==> config.mk <==
export PLATFORM = sky130hd
export DESIGN_NAME = des_round_sequencer_flat
export DESIGN_NICKNAME = d
export VERILOG_FILES = /design/src/rtl/des_round_sequencer_if.sv /design/src/rtl/des_round_sequencer.sv /design/src/flat_wrapper.sv
export SDC_FILE = /design/constraint.sdc
export NUM_CORES = 1
export LEC_CHECK = 0
export ABC_AREA = 1
export CORE_MARGIN = 8
export CORE_UTILIZATION = 49
export DETAILED_ROUTE_END_ITERATION = 10
export PLACE_DENSITY = 0.81
export SLEW_MARGIN = 20
export SYNTH_ARGS = -nofsm -noshare
export SYNTH_HDL_FRONTEND = slang
export SYNTH_SLANG_ARGS = --single-unit
==> constraint.sdc <==
create_clock -name CLK -period 2.99 [get_ports CLK]
set_input_delay 0.598 -clock CLK [delete_from_list [all_inputs] [get_ports CLK]]
set_output_delay 0.598 -clock CLK [all_outputs]
set_load 0.03 [all_outputs]
==> src/rtl/des_round_sequencer_if.sv <==
// rtl/des_round_sequencer_if.sv - job, f-function and result signals of the DES round sequencer
// The slave side is the sequencer; the master side is the job source, f-function and result sink.
interface des_round_sequencer_if;
  logic        IN_VALID;
  logic        IN_READY;
  logic [63:0] IN_DATA;
  logic [63:0] IN_KEY;
  logic        IN_DECRYPT;
  logic [31:0] F_R_OUT;
  logic [47:0] F_KEY_OUT;
  logic [31:0] F_RESULT;
  logic        OUT_VALID;
  logic        OUT_READY;
  logic [63:0] OUT_DATA;
  logic        BUSY;
  logic [3:0]  ROUND_NUM;

  modport slave (
    input  IN_VALID, IN_DATA, IN_KEY, IN_DECRYPT, F_RESULT, OUT_READY,
    output IN_READY, F_R_OUT, F_KEY_OUT, OUT_VALID, OUT_DATA, BUSY, ROUND_NUM
  );

  modport master (
    output IN_VALID, IN_DATA, IN_KEY, IN_DECRYPT, F_RESULT, OUT_READY,
    input  IN_READY, F_R_OUT, F_KEY_OUT, OUT_VALID, OUT_DATA, BUSY, ROUND_NUM
  );
endinterface

==> src/rtl/des_round_sequencer.sv <==
// rtl/des_round_sequencer.sv - iterative DES engine, one Feistel round per clock
// Vectors use FIPS numbering: FIPS bit n of a W-bit vector lives at index W-n.
module des_round_sequencer #(
  parameter int ROUNDS = 16
) (
  input  logic                  CLK,
  input  logic                  RESET,
  des_round_sequencer_if.slave  bus
);

  localparam int IP_T [64] = '{
    58, 50, 42, 34, 26, 18, 10, 2,  60, 52, 44, 36, 28, 20, 12, 4,
    62, 54, 46, 38, 30, 22, 14, 6,  64, 56, 48, 40, 32, 24, 16, 8,
    57, 49, 41, 33, 25, 17,  9, 1,  59, 51, 43, 35, 27, 19, 11, 3,
    61, 53, 45, 37, 29, 21, 13, 5,  63, 55, 47, 39, 31, 23, 15, 7};

  localparam int FP_T [64] = '{
    40, 8, 48, 16, 56, 24, 64, 32,  39, 7, 47, 15, 55, 23, 63, 31,
    38, 6, 46, 14, 54, 22, 62, 30,  37, 5, 45, 13, 53, 21, 61, 29,
    36, 4, 44, 12, 52, 20, 60, 28,  35, 3, 43, 11, 51, 19, 59, 27,
    34, 2, 42, 10, 50, 18, 58, 26,  33, 1, 41,  9, 49, 17, 57, 25};

  localparam int PC1_T [56] = '{
    57, 49, 41, 33, 25, 17,  9,   1, 58, 50, 42, 34, 26, 18,
    10,  2, 59, 51, 43, 35, 27,  19, 11,  3, 60, 52, 44, 36,
    63, 55, 47, 39, 31, 23, 15,   7, 62, 54, 46, 38, 30, 22,
    14,  6, 61, 53, 45, 37, 29,  21, 13,  5, 28, 20, 12,  4};

  localparam int PC2_T [48] = '{
    14, 17, 11, 24,  1,  5,   3, 28, 15,  6, 21, 10,
    23, 19, 12,  4, 26,  8,  16,  7, 27, 20, 13,  2,
    41, 52, 31, 37, 47, 55,  30, 40, 51, 45, 33, 48,
    44, 49, 39, 56, 34, 53,  46, 42, 50, 36, 29, 32};

  localparam logic [3:0] LAST_ROUND = 4'(ROUNDS - 1);

  function automatic logic [63:0] ip_perm(input logic [63:0] x);
    logic [63:0] y;
    y = '0;
    for (int i = 0; i < 64; i++) y[63-i] = x[64-IP_T[i]];
    return y;
  endfunction

  function automatic logic [63:0] fp_perm(input logic [63:0] x);
    logic [63:0] y;
    y = '0;
    for (int i = 0; i < 64; i++) y[63-i] = x[64-FP_T[i]];
    return y;
  endfunction

  function automatic logic [55:0] pc1_perm(input logic [63:0] x);
    logic [55:0] y;
    y = '0;
    for (int i = 0; i < 56; i++) y[55-i] = x[64-PC1_T[i]];
    return y;
  endfunction

  function automatic logic [47:0] pc2_perm(input logic [55:0] x);
    logic [47:0] y;
    y = '0;
    for (int i = 0; i < 48; i++) y[47-i] = x[56-PC2_T[i]];
    return y;
  endfunction

  // Rounds 1, 2, 9 and 16 shift by one position, every other round by two.
  function automatic logic shift_is_two(input logic [4:0] rnd);
    return !(rnd == 5'd1 || rnd == 5'd2 || rnd == 5'd9 || rnd == 5'd16);
  endfunction

  typedef enum logic [1:0] {IDLE, ROUND, DONE} state_t;

  state_t      state_q;
  logic        in_ready_q;
  logic        out_valid_q;
  logic [63:0] out_data_q;
  logic        busy_q;
  logic [3:0]  cnt_q;
  logic [31:0] l_q, r_q;
  logic [27:0] c_q, d_q;
  logic        dec_q;

  logic [4:0]  rnd;
  logic [4:0]  rev_rnd;
  logic [27:0] c_d, d_d;
  logic [31:0] l_d, r_d;

  assign rnd     = {1'b0, cnt_q} + 5'd1;
  assign rev_rnd = 5'd18 - rnd;
  assign l_d     = r_q;
  assign r_d     = l_q ^ bus.F_RESULT;

  // Decrypt walks the encrypt schedule backwards starting from C16/D16, which equal C0/D0.
  always_comb begin
    c_d = c_q;
    d_d = d_q;
    if (!dec_q) begin
      if (shift_is_two(rnd)) begin
        c_d = {c_q[25:0], c_q[27:26]};
        d_d = {d_q[25:0], d_q[27:26]};
      end else begin
        c_d = {c_q[26:0], c_q[27]};
        d_d = {d_q[26:0], d_q[27]};
      end
    end else if (rnd != 5'd1) begin
      if (shift_is_two(rev_rnd)) begin
        c_d = {c_q[1:0], c_q[27:2]};
        d_d = {d_q[1:0], d_q[27:2]};
      end else begin
        c_d = {c_q[0], c_q[27:1]};
        d_d = {d_q[0], d_q[27:1]};
      end
    end
  end

  always_ff @(posedge CLK) begin
    if (RESET) begin
      state_q     <= IDLE;
      in_ready_q  <= 1'b1;
      out_valid_q <= 1'b0;
      out_data_q  <= '0;
      busy_q      <= 1'b0;
      cnt_q       <= '0;
      l_q         <= '0;
      r_q         <= '0;
      c_q         <= '0;
      d_q         <= '0;
      dec_q       <= 1'b0;
    end else begin
      case (state_q)
        IDLE: begin
          if (bus.IN_VALID && in_ready_q) begin
            {l_q, r_q} <= ip_perm(bus.IN_DATA);
            {c_q, d_q} <= pc1_perm(bus.IN_KEY);
            dec_q      <= bus.IN_DECRYPT;
            cnt_q      <= '0;
            in_ready_q <= 1'b0;
            busy_q     <= 1'b1;
            state_q    <= ROUND;
          end
        end
        ROUND: begin
          l_q <= l_d;
          r_q <= r_d;
          c_q <= c_d;
          d_q <= d_d;
          if (cnt_q == LAST_ROUND) begin
            cnt_q       <= '0;
            out_data_q  <= fp_perm({r_d, l_d});
            out_valid_q <= 1'b1;
            state_q     <= DONE;
          end else begin
            cnt_q <= cnt_q + 4'd1;
          end
        end
        DONE: begin
          if (out_valid_q && bus.OUT_READY) begin
            out_valid_q <= 1'b0;
            in_ready_q  <= 1'b1;
            busy_q      <= 1'b0;
            state_q     <= IDLE;
          end
        end
        default: state_q <= IDLE;
      endcase
    end
  end

  assign bus.IN_READY  = in_ready_q;
  assign bus.OUT_VALID = out_valid_q;
  assign bus.OUT_DATA  = out_data_q;
  assign bus.BUSY      = busy_q;
  assign bus.ROUND_NUM = cnt_q;
  assign bus.F_R_OUT   = r_q;
  assign bus.F_KEY_OUT = pc2_perm({c_d, d_d});

endmodule

==> src/flat_wrapper.sv <==
// flat-port wrapper written by rule: the top's interface ports become plain ports
module des_round_sequencer_flat 
#(
  parameter int ROUNDS = 16
)
  (CLK, RESET, bus_IN_VALID, bus_IN_DATA, bus_IN_KEY, bus_IN_DECRYPT, bus_F_RESULT, bus_OUT_READY, bus_IN_READY, bus_F_R_OUT, bus_F_KEY_OUT, bus_OUT_VALID, bus_OUT_DATA, bus_BUSY, bus_ROUND_NUM);
  des_round_sequencer_if bus_i ();
  input  logic CLK;
  input  logic RESET;
  input wire logic [$bits(bus_i.IN_VALID)-1:0] bus_IN_VALID;
  input wire logic [$bits(bus_i.IN_DATA)-1:0] bus_IN_DATA;
  input wire logic [$bits(bus_i.IN_KEY)-1:0] bus_IN_KEY;
  input wire logic [$bits(bus_i.IN_DECRYPT)-1:0] bus_IN_DECRYPT;
  input wire logic [$bits(bus_i.F_RESULT)-1:0] bus_F_RESULT;
  input wire logic [$bits(bus_i.OUT_READY)-1:0] bus_OUT_READY;
  output wire logic [$bits(bus_i.IN_READY)-1:0] bus_IN_READY;
  output wire logic [$bits(bus_i.F_R_OUT)-1:0] bus_F_R_OUT;
  output wire logic [$bits(bus_i.F_KEY_OUT)-1:0] bus_F_KEY_OUT;
  output wire logic [$bits(bus_i.OUT_VALID)-1:0] bus_OUT_VALID;
  output wire logic [$bits(bus_i.OUT_DATA)-1:0] bus_OUT_DATA;
  output wire logic [$bits(bus_i.BUSY)-1:0] bus_BUSY;
  output wire logic [$bits(bus_i.ROUND_NUM)-1:0] bus_ROUND_NUM;
  assign bus_i.IN_VALID = bus_IN_VALID;
  assign bus_i.IN_DATA = bus_IN_DATA;
  assign bus_i.IN_KEY = bus_IN_KEY;
  assign bus_i.IN_DECRYPT = bus_IN_DECRYPT;
  assign bus_i.F_RESULT = bus_F_RESULT;
  assign bus_i.OUT_READY = bus_OUT_READY;
  assign bus_IN_READY = bus_i.IN_READY;
  assign bus_F_R_OUT = bus_i.F_R_OUT;
  assign bus_F_KEY_OUT = bus_i.F_KEY_OUT;
  assign bus_OUT_VALID = bus_i.OUT_VALID;
  assign bus_OUT_DATA = bus_i.OUT_DATA;
  assign bus_BUSY = bus_i.BUSY;
  assign bus_ROUND_NUM = bus_i.ROUND_NUM;
  des_round_sequencer #(.ROUNDS(ROUNDS)) u_core (.CLK(CLK), .RESET(RESET), .bus(bus_i));
endmodule
==> impl_metrics.yaml <==
finish:
  finish.utilization_pct: 70.6
  nets: 2145
  syn2layout_area_growth_pct: 43.3
  drive_above_1_share_pct: 13.9
synthesis:
  synth_compound_gate_area_share_pct: 15.4
  synth-main-ff-cell: "dfxtp_1"
  netlist_area_um2: 11000
  synth_cells: 1731
  synth.area.top_cells: "dfxtp_1 (35%), nand2_1 (17%), nand3_1 (13%)"
  synth_edf_count: 0
  synth_simple_gate_area_share_pct: 37.1
  synthXorXnorAreaFrac_pct: 2.62
  synth_top_area_share_pct: 35.3
  muxShareOfSynthArea_pct: 0
  yosys.area.top_type: "dfxtp_1"
  netlist-cell-type-count: 33
  ys_ff_latch: 194
  async_reset_ff_share_pct: 0
  synthAdderAreaFrac_pct: 0.682
  synth_top_family_by_area: "simple AND/OR/NAND/NOR gates"
  avgSynthCellArea_um2: 6.36
  mappedNetlistNets: 1902
  yosysWarnings: 0
  ys_seq_area_share_pct: 35.3
sta:
  period_minus_slack_ps: 3060
  finalWorstSetupSlack_ps: -66.8
  clock_skew_ps: 18.3
  slew_headroom_pct: 28.1
  report.final.slew_viol_count: 0
  fmax_mhz: 327
  finalSetupViolations: 37
  rsz0062_at_grt: "yes"
  hold_viol: 0
  setup_tns_ps: -1150
  worst_pin_slew_ps: 1080
  finalCritPeriodShare_pct: 102
clocking:
  clk_path_buf_depth: 2
  cts_tree: "done"
  worstSkewPairLatency_ps: 440
  cts-root-buf: "clkbuf_16"
  htreeDepth: 4
  clk_pin_slew_ps: 90
  clock-sinks: 194
  cts_hold_buf: 0
  cts_inserted_buffers: 17
floorplan:
  die_h_um: 166
  start_util_pct: 49.2
  die-area_um2: 27500
  die_w_um: 166
  ioPinCount: 316
  rows: 55
  core_area_um2: 22400
critical_path:
  worstPathRequired_ps: 2390
  crit_top_cell: "nand2_4"
  crit_type: "reg -> out"
  cp_max_fo: 18
  start_kind: "flop"
  worstPathArrival_ps: 2460
  critPathSlowestCell: "dfxtp_4"
  path_buf_inv: 4
  cp_top_family: "simple AND/OR/NAND/NOR gates"
  end_kind: "primary output"
  crit_chain: "ha_4 > inv_4 > nand2_4 > nand2_4 > nor2_4 > nand2_1 > nand2_1 > nand2_2 > nor2_4 > nand2_4 > buf_6 > buf_12 > nand3_2 > nand3_2 > nand2_2 > buf_6"
  slowest_delay_ps: 390
global_route:
  met2_usage_pct: 45.8
  grt_util_met1_pct: 36.6
  grt_pass1_wl_um: 65700
  grt_use_total_pct: 28.7
  grt_pass1_vias: 12200
  top_usage_layer: "met2"
  grt_max_degree: 122
  antenna_found_initial: 4
  grt_util_met3_pct: 5.30
  grt_remaining_overflow: 0
detailed_routing:
  avgViaCountPerCell: 5.83
  vias: 13300
  drt_first_pass_iters: 6
  ant_nets: 0
  wl_um: 42200
  drtIter0Drc: 1603
  avgRoutedWirePerCell_um: 18.5
  route.detailed.drc: 0
power:
  p_total_w: 0.00868
  ir_worst_vdd_mv: 0.405
  pwr_density_cell_nw_per_um2: 550
  power_leakage_nw: 6.51
run_status:
  violations: "setup timing"
  status: "finished with violations"
hold_path:
  holdCritPathClass: "reg -> reg"
job:
  cap_violations: 0
placement:
  dpl.hpwl_um: 26100
  place_congestion: 0.878
  port_buffers: 307
[power by group]
part	switching, W	internal [W]	total (W)
Combinational	0.00198	0.00132	0.00330
Clock	0.00122	0.00114	0.00237
Sequential	0.000204	0.00280	0.00301
Total	0.00341	0.00527	0.00868
[through the flow]
stage                     std cells  hold WS, ps  instance area, um2  setup WS [ps]
after global placement         2212          447               14100           43.9
after floorplan                1731          458               11000            136
final                          2276          464               15800          -66.8
after global routing           2276          477               15800           -171
after detailed placement       2212          451               14100           29.3
after CTS                      2263          464               15400          -55.2
[worst register-to-register path, delay by kind of cell, from the launching register on]
kind            cells  cell delay, ps
fa+ha+maj           1             180
simple gates       11             930
buf+inv             5             630
flops               1             390
compound gates      1             120
[cell usage after synthesis, types with 4 or more instances]
cell,number
a211oi_1,12
a21oi_1,115
a221oi_1,6
a31oi_1,32
buf_1,13
buf_2,28
buf_4,4
buf_6,8
clkbuf_1,90
dfxtp_1,194
ha_1,6
inv_1,82
inv_2,6
nand2_1,507
nand3_1,279
nor2_1,139
nor3_1,26
o21ai_0,88
o21ai_1,4
o221ai_1,25
o22ai_1,5
o31ai_1,7
or2_2,8
xor2_1,32
[worst paths after layout]
| path | startpoint | endpoint | slack (ps) | depth (start not counted) |
|---|---|---|---|---|
| worst min-delay path | u_core.bus.OUT_DATA[60]$_SDFFE_PP0P_ | u_core.bus.OUT_DATA[60]$_SDFFE_PP0P_ | 460 | 2 |
| worst max register to register | u_core.bus.ROUND_NUM[1]$_SDFFE_PP0P_ | u_core.d_q[12]$_SDFFE_PP0P_ | 590 | 18 |
| worst min register to register | u_core.bus.OUT_DATA[60]$_SDFFE_PP0P_ | u_core.bus.OUT_DATA[60]$_SDFFE_PP0P_ | 460 | 2 |
| worst max-delay path | u_core.bus.ROUND_NUM[1]$_SDFFE_PP0P_ | bus_F_KEY_OUT[27] | -70 | 16 |
[sequential cells by signal (all words and copies together) (netlist names)]
signal / flops
u_core.bus.IN_READY: 1
u_core.bus.BUSY: 1
u_core.bus.F_R_OUT: 32
u_core.dec_q: 1
u_core.bus.ROUND_NUM: 4
u_core.state_q: 2
u_core.c_q: 28
u_core.d_q: 28
u_core.bus.OUT_VALID: 1
u_core.l_q: 32
u_core.bus.OUT_DATA: 64
[repair_timing]
item                                    in CTS  in global routing
pin swaps                                   17                 35
resized for setup                          104                 82
endpoints found under the setup margin      48                 48
gates cloned                                 6                  2
setup buffers                               13                  8
[metal layers]
metal / share of wire [%] / vias to the layer above
met5: 0 / -
met4: 4.6 / 0
met3: 8.5 / 140
met2: 47 / 789
met1: 40 / 6102
li1: - / 6240
[cell type report]
class | count | area (um2)
fillers | 1819 | 6590
inverters | 89 | 347
multi-input cells | 1305 | 6650
well taps | 285 | 357
flip-flops and latches | 194 | 3890
diodes | 4 | 10.0
clock buffers | 18 | 429
repair buffers | 367 | 3920
clock inverters | 14 | 178
[cell usage in the layout (no fill, tap or decap), drive strengths merged]
cell type / instances
ha: 6
a2111oi: 1
bufbuf: 2
o21ai: 92
dfxtp: 194
a211oi: 12
nand3: 282
a31oi: 32
o2111ai: 1
nand4: 2
o221ai: 25
clkbuf: 20
diode: 4
xor2: 32
a21oi: 115
a221oi: 6
buf: 105
clkinv: 6
clkdlybuf4s50: 258
o22ai: 5
or2: 8
nor2: 142
o31ai: 7
nand3b: 1
nand2: 509
xnor2: 1
nor3: 26
inv: 97
[logic make-up (layout without fill, tap and decap cells)]
kind of cell | Yosys count | count (layout)
and+or+nand+nor | 970 | 970
AOI/OAI and AO/OA | 296 | 296
buffers and inverters | 232 | 488
DFF | 194 | 194
xor gates and xnor gates | 33 | 33
adders and majority gates | 6 | 6
other | 0 | 4
No activity file was read; power rests on OpenSTA's default activity.
